$ cat config.mk
export PLATFORM = sky130hd
export DESIGN_NAME = prog_loader_flat
export DESIGN_NICKNAME = d
export VERILOG_FILES = /design/src/rtl/prog_loader_pkg.sv /design/src/rtl/prog_loader_if.sv /design/src/rtl/prog_loader_timer.sv /design/src/rtl/prog_loader.sv /design/src/flat_wrapper.sv
export SDC_FILE = /design/constraint.sdc
export NUM_CORES = 1
export LEC_CHECK = 0
export ABC_CLOCK_PERIOD_IN_PS = 3300
export CAP_MARGIN = 40
export CORE_UTILIZATION = 30
export CTS_CLUSTER_DIAMETER = 40
export DETAILED_ROUTE_END_ITERATION = 6
export HOLD_SLACK_MARGIN = 0.08
export PLACE_DENSITY_LB_ADDON = 0.2
export SLEW_MARGIN = 20
export SYNTH_ARGS = -nofsm -noshare
export SYNTH_HDL_FRONTEND = slang
export SYNTH_SLANG_ARGS = --single-unit
$ cat constraint.sdc
create_clock -name clk -period 3.3 [get_ports clk]
set_input_delay 0.33 -clock clk [delete_from_list [all_inputs] [get_ports clk]]
set_output_delay 0.33 -clock clk [all_outputs]
set_load 0.02 [all_outputs]
$ cat src/rtl/prog_loader_pkg.sv
`default_nettype none
// +----------------------------------------------------------------------------+
// | prog_loader_pkg : shared widths, frame sync constant and loader FSM states  |
// | Revision 1.0                                                               |
// +----------------------------------------------------------------------------+
package prog_loader_pkg;

  localparam int unsigned ADDR_WIDTH     = 16;
  localparam int unsigned DATA_WIDTH     = 8;
  localparam logic [7:0]  PROG_SYNC_BYTE = 8'hA5;

  // Each state names the byte the loader is waiting for next.
  typedef enum logic [3:0] {
    ST_IDLE   = 4'd0,
    ST_ADDR_H = 4'd1,
    ST_ADDR_L = 4'd2,
    ST_LEN_H  = 4'd3,
    ST_LEN_L  = 4'd4,
    ST_DATA   = 4'd5,
    ST_CSUM   = 4'd6,
    ST_DONE   = 4'd7,
    ST_ERR    = 4'd8
  } loader_state_t;

endpackage
`default_nettype wire

$ cat src/rtl/prog_loader_if.sv
`default_nettype none
// +----------------------------------------------------------------------------+
// | prog_loader_if : byte stream in, memory write port and CPU control out      |
// | Revision 1.0                                                               |
// +----------------------------------------------------------------------------+
interface prog_loader_if #(
  parameter int unsigned ADDR_WIDTH = prog_loader_pkg::ADDR_WIDTH,
  parameter int unsigned DATA_WIDTH = prog_loader_pkg::DATA_WIDTH
) ();

  logic [DATA_WIDTH-1:0] in_data;
  logic                  in_valid;
  logic                  in_ready;
  logic [ADDR_WIDTH-1:0] mem_addr;
  logic [DATA_WIDTH-1:0] mem_wdata;
  logic                  mem_we;
  logic                  cpu_hold;
  logic                  load_done;
  logic                  load_err;

  // Environment side: byte source and memory / CPU sink.
  modport master (
    output in_data, in_valid,
    input  in_ready, mem_addr, mem_wdata, mem_we, cpu_hold, load_done, load_err
  );

  // Loader side.
  modport slave (
    input  in_data, in_valid,
    output in_ready, mem_addr, mem_wdata, mem_we, cpu_hold, load_done, load_err
  );

endinterface
`default_nettype wire

$ cat src/rtl/prog_loader_timer.sv
`default_nettype none
// +----------------------------------------------------------------------------+
// | prog_loader_timer : inter-byte down-counter, reload on load_i, expire at 0  |
// | Revision 1.0                                                               |
// +----------------------------------------------------------------------------+
module prog_loader_timer #(
  parameter int unsigned CYCLES = 1_000_000
) (
  input  wire logic clk,
  input  wire logic reset,
  input  wire logic load_i,
  input  wire logic run_i,
  output logic      expire_o
);

  localparam int unsigned      CNT_W  = (CYCLES < 2) ? 1 : $clog2(CYCLES);
  localparam logic [CNT_W-1:0] RELOAD = CNT_W'(CYCLES - 1);

  logic [CNT_W-1:0] count_q;
  logic [CNT_W-1:0] count_d;

  always_comb begin
    count_d = count_q;
    if (load_i) begin
      count_d = RELOAD;
    end else if (run_i && (count_q != '0)) begin
      count_d = count_q - 1'b1;
    end
  end

  always_ff @(posedge clk) begin
    if (reset) begin
      count_q <= RELOAD;
    end else begin
      count_q <= count_d;
    end
  end

  // Reload counts as the first idle cycle, so expiry lands CYCLES edges after the last byte.
  assign expire_o = run_i && !load_i && (count_q == '0);

endmodule
`default_nettype wire

$ cat src/rtl/prog_loader.sv
`default_nettype none
// +----------------------------------------------------------------------------+
// | prog_loader : framed byte-stream loader into program memory, holds CPU in   |
// | reset until a frame checksum verifies. Option: PROG_LOADER_TIMEOUT_EN       |
// | Revision 1.0                                                               |
// +----------------------------------------------------------------------------+
module prog_loader #(
  parameter int unsigned           ADDR_WIDTH     = prog_loader_pkg::ADDR_WIDTH,
  parameter int unsigned           DATA_WIDTH     = prog_loader_pkg::DATA_WIDTH,
  parameter logic [DATA_WIDTH-1:0] SYNC_BYTE      = prog_loader_pkg::PROG_SYNC_BYTE,
  parameter int unsigned           TIMEOUT_CYCLES = 1_000_000
) (
  input  wire logic    clk,
  input  wire logic    reset,
  prog_loader_if.slave bus
);

  import prog_loader_pkg::*;

  localparam int unsigned LEN_W = 2 * DATA_WIDTH;

  if (TIMEOUT_CYCLES == 0) begin : g_bad_timeout
    $error("prog_loader: TIMEOUT_CYCLES must be nonzero");
  end

  loader_state_t         state_q,     state_d;
  logic [ADDR_WIDTH-1:0] addr_q,      addr_d;
  logic [LEN_W-1:0]      len_q,       len_d;
  logic [DATA_WIDTH-1:0] sum_q,       sum_d;
  logic                  mem_we_q,    mem_we_d;
  logic [ADDR_WIDTH-1:0] mem_addr_q,  mem_addr_d;
  logic [DATA_WIDTH-1:0] mem_wdata_q, mem_wdata_d;
  logic                  hold_q,      hold_d;
  logic                  done_q,      done_d;
  logic                  err_q,       err_d;

  logic                  w_fire;
  logic                  w_is_sync;
  logic [DATA_WIDTH-1:0] w_sum_next;
  logic [LEN_W-1:0]      w_len_full;
  logic                  w_timeout;

  assign w_fire     = bus.in_valid;
  assign w_is_sync  = (bus.in_data == SYNC_BYTE);
  assign w_sum_next = sum_q + bus.in_data;
  assign w_len_full = {len_q[LEN_W-1:DATA_WIDTH], bus.in_data};

`ifdef PROG_LOADER_TIMEOUT_EN
  logic w_timer_run;

  assign w_timer_run = !((state_q == ST_IDLE) || (state_q == ST_DONE) || (state_q == ST_ERR));

  prog_loader_timer #(
    .CYCLES (TIMEOUT_CYCLES)
  ) u_timer (
    .clk      (clk),
    .reset    (reset),
    .load_i   (w_fire),
    .run_i    (w_timer_run),
    .expire_o (w_timeout)
  );
`else
  assign w_timeout = 1'b0;
`endif

  always_comb begin
    state_d     = state_q;
    addr_d      = addr_q;
    len_d       = len_q;
    sum_d       = sum_q;
    mem_we_d    = 1'b0;
    mem_addr_d  = mem_addr_q;
    mem_wdata_d = mem_wdata_q;
    hold_d      = hold_q;
    done_d      = done_q;
    err_d       = err_q;

    if (w_fire) begin
      sum_d = w_sum_next;
      unique case (state_q)
        ST_IDLE, ST_DONE, ST_ERR: begin
          if (w_is_sync) begin
            state_d = ST_ADDR_H;
            sum_d   = '0;
            hold_d  = 1'b1;
            done_d  = 1'b0;
            err_d   = 1'b0;
          end
        end
        ST_ADDR_H: begin
          addr_d  = ADDR_WIDTH'({bus.in_data, {DATA_WIDTH{1'b0}}});
          state_d = ST_ADDR_L;
        end
        ST_ADDR_L: begin
          addr_d  = addr_q | ADDR_WIDTH'(bus.in_data);
          state_d = ST_LEN_H;
        end
        ST_LEN_H: begin
          len_d   = {bus.in_data, {DATA_WIDTH{1'b0}}};
          state_d = ST_LEN_L;
        end
        ST_LEN_L: begin
          len_d   = w_len_full;
          state_d = (w_len_full == '0) ? ST_CSUM : ST_DATA;
        end
        ST_DATA: begin
          mem_we_d    = 1'b1;
          mem_addr_d  = addr_q;
          mem_wdata_d = bus.in_data;
          addr_d      = addr_q + 1'b1;
          len_d       = len_q - 1'b1;
          if (len_q == LEN_W'(1)) begin
            state_d = ST_CSUM;
          end
        end
        ST_CSUM: begin
          if (w_sum_next == '0) begin
            state_d = ST_DONE;
            hold_d  = 1'b0;
            done_d  = 1'b1;
          end else begin
            state_d = ST_ERR;
            err_d   = 1'b1;
          end
        end
        default: state_d = ST_IDLE;
      endcase
    end else if (w_timeout) begin
      state_d = ST_ERR;
      err_d   = 1'b1;
    end
  end

  always_ff @(posedge clk) begin
    if (reset) begin
      state_q     <= ST_IDLE;
      addr_q      <= '0;
      len_q       <= '0;
      sum_q       <= '0;
      mem_we_q    <= 1'b0;
      mem_addr_q  <= '0;
      mem_wdata_q <= '0;
      hold_q      <= 1'b1;
      done_q      <= 1'b0;
      err_q       <= 1'b0;
    end else begin
      state_q     <= state_d;
      addr_q      <= addr_d;
      len_q       <= len_d;
      sum_q       <= sum_d;
      mem_we_q    <= mem_we_d;
      mem_addr_q  <= mem_addr_d;
      mem_wdata_q <= mem_wdata_d;
      hold_q      <= hold_d;
      done_q      <= done_d;
      err_q       <= err_d;
    end
  end

  assign bus.in_ready  = 1'b1;
  assign bus.mem_we    = mem_we_q;
  assign bus.mem_addr  = mem_addr_q;
  assign bus.mem_wdata = mem_wdata_q;
  assign bus.cpu_hold  = hold_q;
  assign bus.load_done = done_q;
  assign bus.load_err  = err_q;

endmodule
`default_nettype wire

$ cat src/flat_wrapper.sv
// flat-port wrapper written by rule: the top's interface ports become plain ports
module prog_loader_flat import prog_loader_pkg::*;
#(
  parameter int unsigned           ADDR_WIDTH     = prog_loader_pkg::ADDR_WIDTH,
  parameter int unsigned           DATA_WIDTH     = prog_loader_pkg::DATA_WIDTH,
  parameter logic [DATA_WIDTH-1:0] SYNC_BYTE      = prog_loader_pkg::PROG_SYNC_BYTE,
  parameter int unsigned           TIMEOUT_CYCLES = 1_000_000
)
  (clk, reset, bus_in_data, bus_in_valid, bus_in_ready, bus_mem_addr, bus_mem_wdata, bus_mem_we, bus_cpu_hold, bus_load_done, bus_load_err);
  prog_loader_if #(.ADDR_WIDTH(ADDR_WIDTH), .DATA_WIDTH(DATA_WIDTH)) bus_i ();
  input  wire logic clk;
  input  wire logic reset;
  input wire logic [$bits(bus_i.in_data)-1:0] bus_in_data;
  input wire logic [$bits(bus_i.in_valid)-1:0] bus_in_valid;
  output wire logic [$bits(bus_i.in_ready)-1:0] bus_in_ready;
  output wire logic [$bits(bus_i.mem_addr)-1:0] bus_mem_addr;
  output wire logic [$bits(bus_i.mem_wdata)-1:0] bus_mem_wdata;
  output wire logic [$bits(bus_i.mem_we)-1:0] bus_mem_we;
  output wire logic [$bits(bus_i.cpu_hold)-1:0] bus_cpu_hold;
  output wire logic [$bits(bus_i.load_done)-1:0] bus_load_done;
  output wire logic [$bits(bus_i.load_err)-1:0] bus_load_err;
  assign bus_i.in_data = bus_in_data;
  assign bus_i.in_valid = bus_in_valid;
  assign bus_in_ready = bus_i.in_ready;
  assign bus_mem_addr = bus_i.mem_addr;
  assign bus_mem_wdata = bus_i.mem_wdata;
  assign bus_mem_we = bus_i.mem_we;
  assign bus_cpu_hold = bus_i.cpu_hold;
  assign bus_load_done = bus_i.load_done;
  assign bus_load_err = bus_i.load_err;
  prog_loader #(.ADDR_WIDTH(ADDR_WIDTH), .DATA_WIDTH(DATA_WIDTH), .SYNC_BYTE(SYNC_BYTE), .TIMEOUT_CYCLES(TIMEOUT_CYCLES)) u_core (.clk(clk), .reset(reset), .bus(bus_i));
endmodule
==> run metrics, run 1 <==
Worst EP required=3.53 ns; Final setup viols=0; worst slew pin tran=0.758 ns; Cell Chain, Critical Path=clkdlybuf4s50_1, ha_1, fa_1, a211o_1, a21oi_1, o221ai_2, nor4_4, and2b_1, a31o_1; status=complete, no violations; Layout area overhead=21.7%; Design Power=0.00213 W; Yosys reg bits=72; HP Class=in2reg; largest net degree at the start of global routing=54; Routed WL per cell=16.2 um; num rows=41; Worst path depth=9; CP Launch Type=input port; DR vias/cell=5.36; EDFF count, synth=0; DP Area=4630 sq um; CP Class=in2reg; Async S/R FF share, synth=0%; clk sinks=72; largest stage delay on the critical path=0.42 ns; Boundary Pins=40; first-pass GRT wire length=19.5 mm; hold violation total from the final report=0; Buffers on Ports=38; grt ovf=0; reg2reg setup slack=0.81 ns; Slew Limit Headroom=49.4%; CP Max Fanout=4; post-cts sizing count=0; Seq. cell area=1440 sq um; antenna viol nets, final=0; Post-CTS Setup Repair Bufs=0; Final nets=577; core area=12,800 sq um; critical path data arrival time=2.86 ns; # fillers=1,339; Post-Route WL=11.8 mm; VDD IR-drop max=216 uV; Multi-input gate area=2420 sq um; H-tree depth=3; vias in the first global route=3,710; RSZ-0062 raised after global routing=false; slowest CP cell=clkdlybuf4s50_1; CP Capture Type=flip-flop; Initial Utilization=31.3%; routability cong.=0.865; initial antenna violation count=0; drt first pass iters=5; Worst Hold Depth=2; Die Y=118 um; Tmin final=2.63 ns; post-synthesis average cell area=7.76 sq um; Final Cell Area=4890 sq um; HPWL Detailed=8.13 mm; layout cells sized above 1=9.71%; Horiz. Die Dim=118 um; Syn. warnings=0; DRC viols=0; Clock Root Buffer=clkbuf_16; clock skew=0.00500 ns; Clock transition at path regs=0.06 ns; routed vias=3,901; post-synthesis cell count=518; GRT Total Usage=17.8%; final slew viol count=0; number of library cell types mapped by synthesis=66; FF-to-FF path depth=8; Max Cap Violations=0; Hold Buf Count CTS=0; Clk Latency, worst-skew pair=0.33 ns; fmax=380 MHz; sequential-to-total area share from yosys stat=35.9%; clock buffer depth=2; die area=13,900 sq um; Setup TNS Final=0 ns; DR iter-0 viols=394; CTS Buf Count=9; ant diodes=0; P_leak=1.69 nW; Power Density=436 nW/um^2; Synth Net Count=540; cell area after synthesis=4020 sq um; CTS tree=built; CP top delay family=compound AO/OA/AOI/OAI gates; WHS=0.391 ns; crit share post-route=79.8%; top_reg_cell synth=dfxtp_1; CP Buf/Inv Count=1
[final cells by class]
type,instances,area share [%]
multi-input cells,408,49.5
flip-flops and latches,72,29.5
repair buffers,56,10.6
clock buffers,10,4.68
well taps,172,4.40
clock inverters,2,0.716
inverters,8,0.614
[routing by layer]
metal	share of wire [%]	up-vias	global-route usage [%]	wire (um)
met2	43	112	27.2	5100
met5	0	-	0	0
met1	49	1832	24.1	5750
met3	5.4	23	3.88	635
met4	2.5	0	6.89	291
li1	-	1934	-	-
[cells in the mapped netlist, drive strengths merged, types with 3 or more instances]
| library cell | count | share of area [%] |
|---|---|---|
| nand4 | 4 | 0.62 |
| inv | 8 | 0.75 |
| a21o | 6 | 1.2 |
| nor3b | 8 | 1.5 |
| xnor2 | 3 | 0.65 |
| o21ai | 36 | 4.5 |
| nor2b | 4 | 0.62 |
| nand2b | 6 | 0.93 |
| a32o | 3 | 0.75 |
| a22oi | 18 | 3.4 |
| a221oi | 4 | 1.2 |
| nor2 | 54 | 5.4 |
| a211oi | 6 | 1.4 |
| or3 | 6 | 1.2 |
| nand3 | 7 | 0.87 |
| ha | 10 | 3.1 |
| xor2 | 3 | 0.65 |
| nand3b | 4 | 0.75 |
| o211ai | 3 | 0.56 |
| and3 | 4 | 0.62 |
| o21a | 3 | 0.56 |
| dfxtp | 72 | 36 |
| nor3 | 14 | 1.7 |
| buf | 10 | 1.3 |
| and2 | 3 | 0.53 |
| a21oi | 68 | 8.6 |
| nor4 | 9 | 3.0 |
| nand2 | 90 | 8.5 |
| clkbuf | 20 | 1.9 |
| or4 | 5 | 1.0 |
| o31ai | 4 | 0.75 |
[sequential cells by signal (all words and copies together) (netlist names)]
register              count
u_core.bus.load_err       1
u_core.bus.load_done      1
u_core.sum_q              8
u_core.state_q            4
u_core.bus.mem_we         1
u_core.bus.mem_addr      16
u_core.bus.cpu_hold       1
u_core.bus.mem_wdata      8
u_core.addr_q            16
u_core.len_q             16
[cell families (layout without fill, tap and decap cells)]
logic type	Yosys count	after routing	synth area share [%]
AND/OR/NAND/NOR	226	226	28.9
AO/OA/AOI/OAI	164	164	26.3
flip-flops	72	72	35.9
buffers and inverters	38	76	3.89
adder cells (fa/ha/maj)	11	11	3.61
XOR/XNOR	6	6	1.31
other	1	1	0.0933
[final timing paths]
kind / startpoint / endpoint
worst max register to register: u_core.sum_q[0] / u_core.state_q[3]
worst min register to register: u_core.bus.mem_wdata[3] / u_core.bus.mem_wdata[3]
worst min-delay path: reset / u_core.sum_q[6]
worst max-delay path: bus_in_data[0] / u_core.state_q[3]
[metrics by stage]
step           setup slack [ns]  cells  util (%)
5_1_grt                   0.540    728      38.1
3_5_place_dp              0.327    716      36.1
4_1_cts                   0.672    728      38.1
3_3_place_gp              0.358    715      36.0
2_1_floorplan             0.936    518         -
6_report                  0.666    728      38.1
[report_power, final]
group,internal (W),switching [W],leakage (nW),total (W)
clock network,0.000567,0.000355,0.130,0.000922
registers,0.000891,0.0000284,0.582,0.000919
logic,0.000120,0.000172,0.978,0.000292
total,0.00158,0.000556,1.69,0.00213
[cell usage in the layout, fill, tap and decap left out, types with 4 or more instances in the layout]
cell type	instances
a211oi_1	5
a21o_1	5
a21oi_1	67
a22oi_1	18
and3_1	4
buf_4	17
clkbuf_16	9
clkdlybuf4s50_1	37
dfxtp_1	72
ha_1	10
inv_1	8
nand2_1	89
nand2b_1	6
nand3_1	7
nand3b_1	4
nand4_1	4
nor2_1	52
nor2b_1	4
nor3_1	14
nor3b_1	8
o21ai_0	32
o21ai_1	4
o31ai_1	4
or3_1	4
or4_1	4
[worst reg2reg max path, delay by kind of cell, from the launching register on]
family                   cells  cell delay (ns)
AND/OR/NAND/NOR              2             0.57
flip-flops                   1             0.31
AO/OA/AOI/OAI                4             0.87
adder cells (fa/ha/maj)      2             0.64
No activity file was read; power rests on OpenSTA's default activity.
==> inputs of run 2 (changes only) <==
--- a/config.mk
+++ b/config.mk
@@ -5,7 +5,7 @@
 export SDC_FILE = /design/constraint.sdc
 export NUM_CORES = 1
 export LEC_CHECK = 0
-export ABC_CLOCK_PERIOD_IN_PS = 3300
+export ABC_CLOCK_PERIOD_IN_PS = 2350
 export CAP_MARGIN = 40
 export CORE_UTILIZATION = 30
 export CTS_CLUSTER_DIAMETER = 40
==> constraint.sdc (replaced) <==
create_clock -name clk -period 2.35 [get_ports clk]
set_input_delay 0.235 -clock clk [delete_from_list [all_inputs] [get_ports clk]]
set_output_delay 0.235 -clock clk [all_outputs]
set_load 0.02 [all_outputs]
==> run metrics, run 2 (synthesis results as in run 1) <==
Worst R2R Start=u_core.sum_q[0]; Buffers on Ports=38 (unchanged); Hold Buf Count CTS=0 (unchanged); Setup TNS Final=0 ns (unchanged); crit share post-route=97.0%; routed vias=3,976 (+1.9%); Slew Limit Headroom=62.0% (+13 points); RSZ-0062 raised after global routing=true; initial antenna violation count=0 (unchanged); largest net degree at the start of global routing=36 (-33%); P_leak=1.88 nW (+11%); DRT met1 WL=6.14 mm (+6.7%); H-tree depth=3 (unchanged); grt ovf=0 (unchanged); Worst EP required=2.58 ns (-0.95 ns); beginning of the worst hold path=reset; Power Density=635 nW/um^2 (+46%); critical path data arrival time=2.51 ns (-0.35 ns); num rows=41 (unchanged); layout cells sized above 1=15.3% (+5.6 points); Routed WL per cell=15.7 um (-3.1%); Seq. cell area=1440 sq um (unchanged); antenna viol nets, final=0 (unchanged); CP Launch Type=flip-flop; VDD IR-drop max=359 uV (+66%); Final setup viols=0 (unchanged); # fillers=1,341 (+0.15%); Layout area overhead=29.2%; clock skew=0.0105 ns (+0.00553 ns); routability cong.=0.826 (-4.5%); Die Y=118 um (unchanged); DRC viols=0 (unchanged); ant diodes=0 (unchanged); Clock transition at path regs=0.06 ns (about the same); Horiz. Die Dim=118 um (unchanged); final slew viol count=0 (unchanged); Post-Route WL=11.9 mm (+0.99%); core area=12,800 sq um (unchanged); Final Cell Area=5190 sq um (+6.2%); DP Worst Slack=-0.540 ns (-0.867 ns); fmax=439 MHz; slowest CP cell=fa_2; status=complete, no violations; CTS Buf Count=9 (unchanged); Clock Root Buffer=clkbuf_16; worst setup margin=0.0698 ns (-0.596 ns); first-pass GRT wire length=19.4 mm (-0.60%); Max Cap Violations=0 (unchanged); Cell Chain, Critical Path=ha_2, fa_2, a211o_1, nand4_1, o311ai_2, nor4_4, and2b_1, a31o_1; Highest Signal Layer=met4; HP Class=in2reg; worst slew pin tran=0.570 ns (-0.189 ns); CP Capture Type=flip-flop; Tmin final=2.28 ns; routed wl met2=5.11 mm (+0.20%); commonest non-fill, non-tap cell in the layout=nand2_1; GRT Total Usage=17.6% (-0.16 points); CTS tree=built; DR vias/cell=5.24 (-2.2%); DP Area=4840 sq um (+4.6%); vias in the first global route=3,666 (-1.2%); Boundary Pins=40 (unchanged); hold violation total from the final report=0 (unchanged); clock buffer depth=2 (unchanged); largest stage delay on the critical path=0.36 ns (-0.06 ns); Setup crit start=u_core.sum_q[0]; Multi-input gate area=2430 sq um (+0.46%); routed length on met3=412 um (-35%); DR iter-0 viols=209 (-47%); Final nets=604 (+4.7%); Clk Latency, worst-skew pair=0.35 ns (+0.02 ns); drt first pass iters=4 (-1); Initial Utilization=31.3% (unchanged); clk sinks=72 (unchanged); commonest cells after routing, fill and taps aside=nand2_1, dfxtp_1, a21oi_1, nor2_1, buf_4; HPWL Detailed=8.27 mm (+1.7%); die area=13,900 sq um (unchanged); CP Class=reg2reg; CP Max Fanout=3 (-1)
==> run 2: changes by cell type in the layout (fill, tap and decap cells not counted), sizes merged <==
| cell | change |
|---|---|
| buf | +27 |
| clkdlybuf4s50 | -2 |
| clkinv | +2 |
| dlymetal6s2s | +2 |
| bufinv | +1 |
| inv | +1 |
==> run 2: metrics by stage <==
step | util, % | total power (W) | hold slack (ns) | cells
2_1_floorplan | - | 0.00160 | 0.371 | 518
3_3_place_gp | 37.7 | 0.00179 | 0.442 | 742
3_5_place_dp | 37.7 | 0.00179 | 0.449 | 742
4_1_cts | 40.4 | 0.00334 | 0.361 | 758
5_1_grt | 40.5 | 0.00344 | 0.379 | 759
6_report | 40.5 | 0.00330 | 0.364 | 759
==> run 2: what timing repair did <==
action	in CTS	in global routing
hold endpoints to repair	0	0
pin swaps	1	2
gates resized for setup	3	3
endpoints found under the setup margin	5	5
buffers inserted	0	1
==> run 2: worst paths after layout <==
| path | to | slack, ns | cells past startpoint |
|---|---|---|---|
| setup / recovery | u_core.state_q[3] | 0.07 | 8 |
| hold / removal | u_core.sum_q[3] | 0.36 | 2 |
| setup reg to reg | u_core.state_q[3] | 0.07 | 8 |
| hold reg to reg | u_core.bus.load_done | 0.45 | 2 |
==> run 2: critical path, delay by kind of cell (launching register included) <==
kind                       cells  cell delay (ns)
and+or+nand+nor                3             0.69
AOI/OAI and AO/OA              3             0.63
adders and majority gates      2             0.55
DFF                            1             0.31
==> run 2: cell type report <==
type                       count  area share (%)
sequential                    72            27.8
tap                          172            4.14
timing repair buffer          83            14.3
clock buffer                  10            4.60
clock inverter                 6            1.76
inverter                       8           0.578
multi-input combinational    408            46.9
==> run 2: power breakdown <==
part           total (W)  leakage [nW]  switching, W  internal [W]
combinational   0.000490          1.14      0.000265      0.000225
clock            0.00152         0.163      0.000561      0.000964
sequential       0.00128         0.582     0.0000338       0.00125
==> run 2: layer usage <==
metal	up-vias	global-route usage (%)
met5	-	0
met3	17	3.88
met1	1885	24.5
met4	0	6.65
li1	1996	-
met2	78	26.3
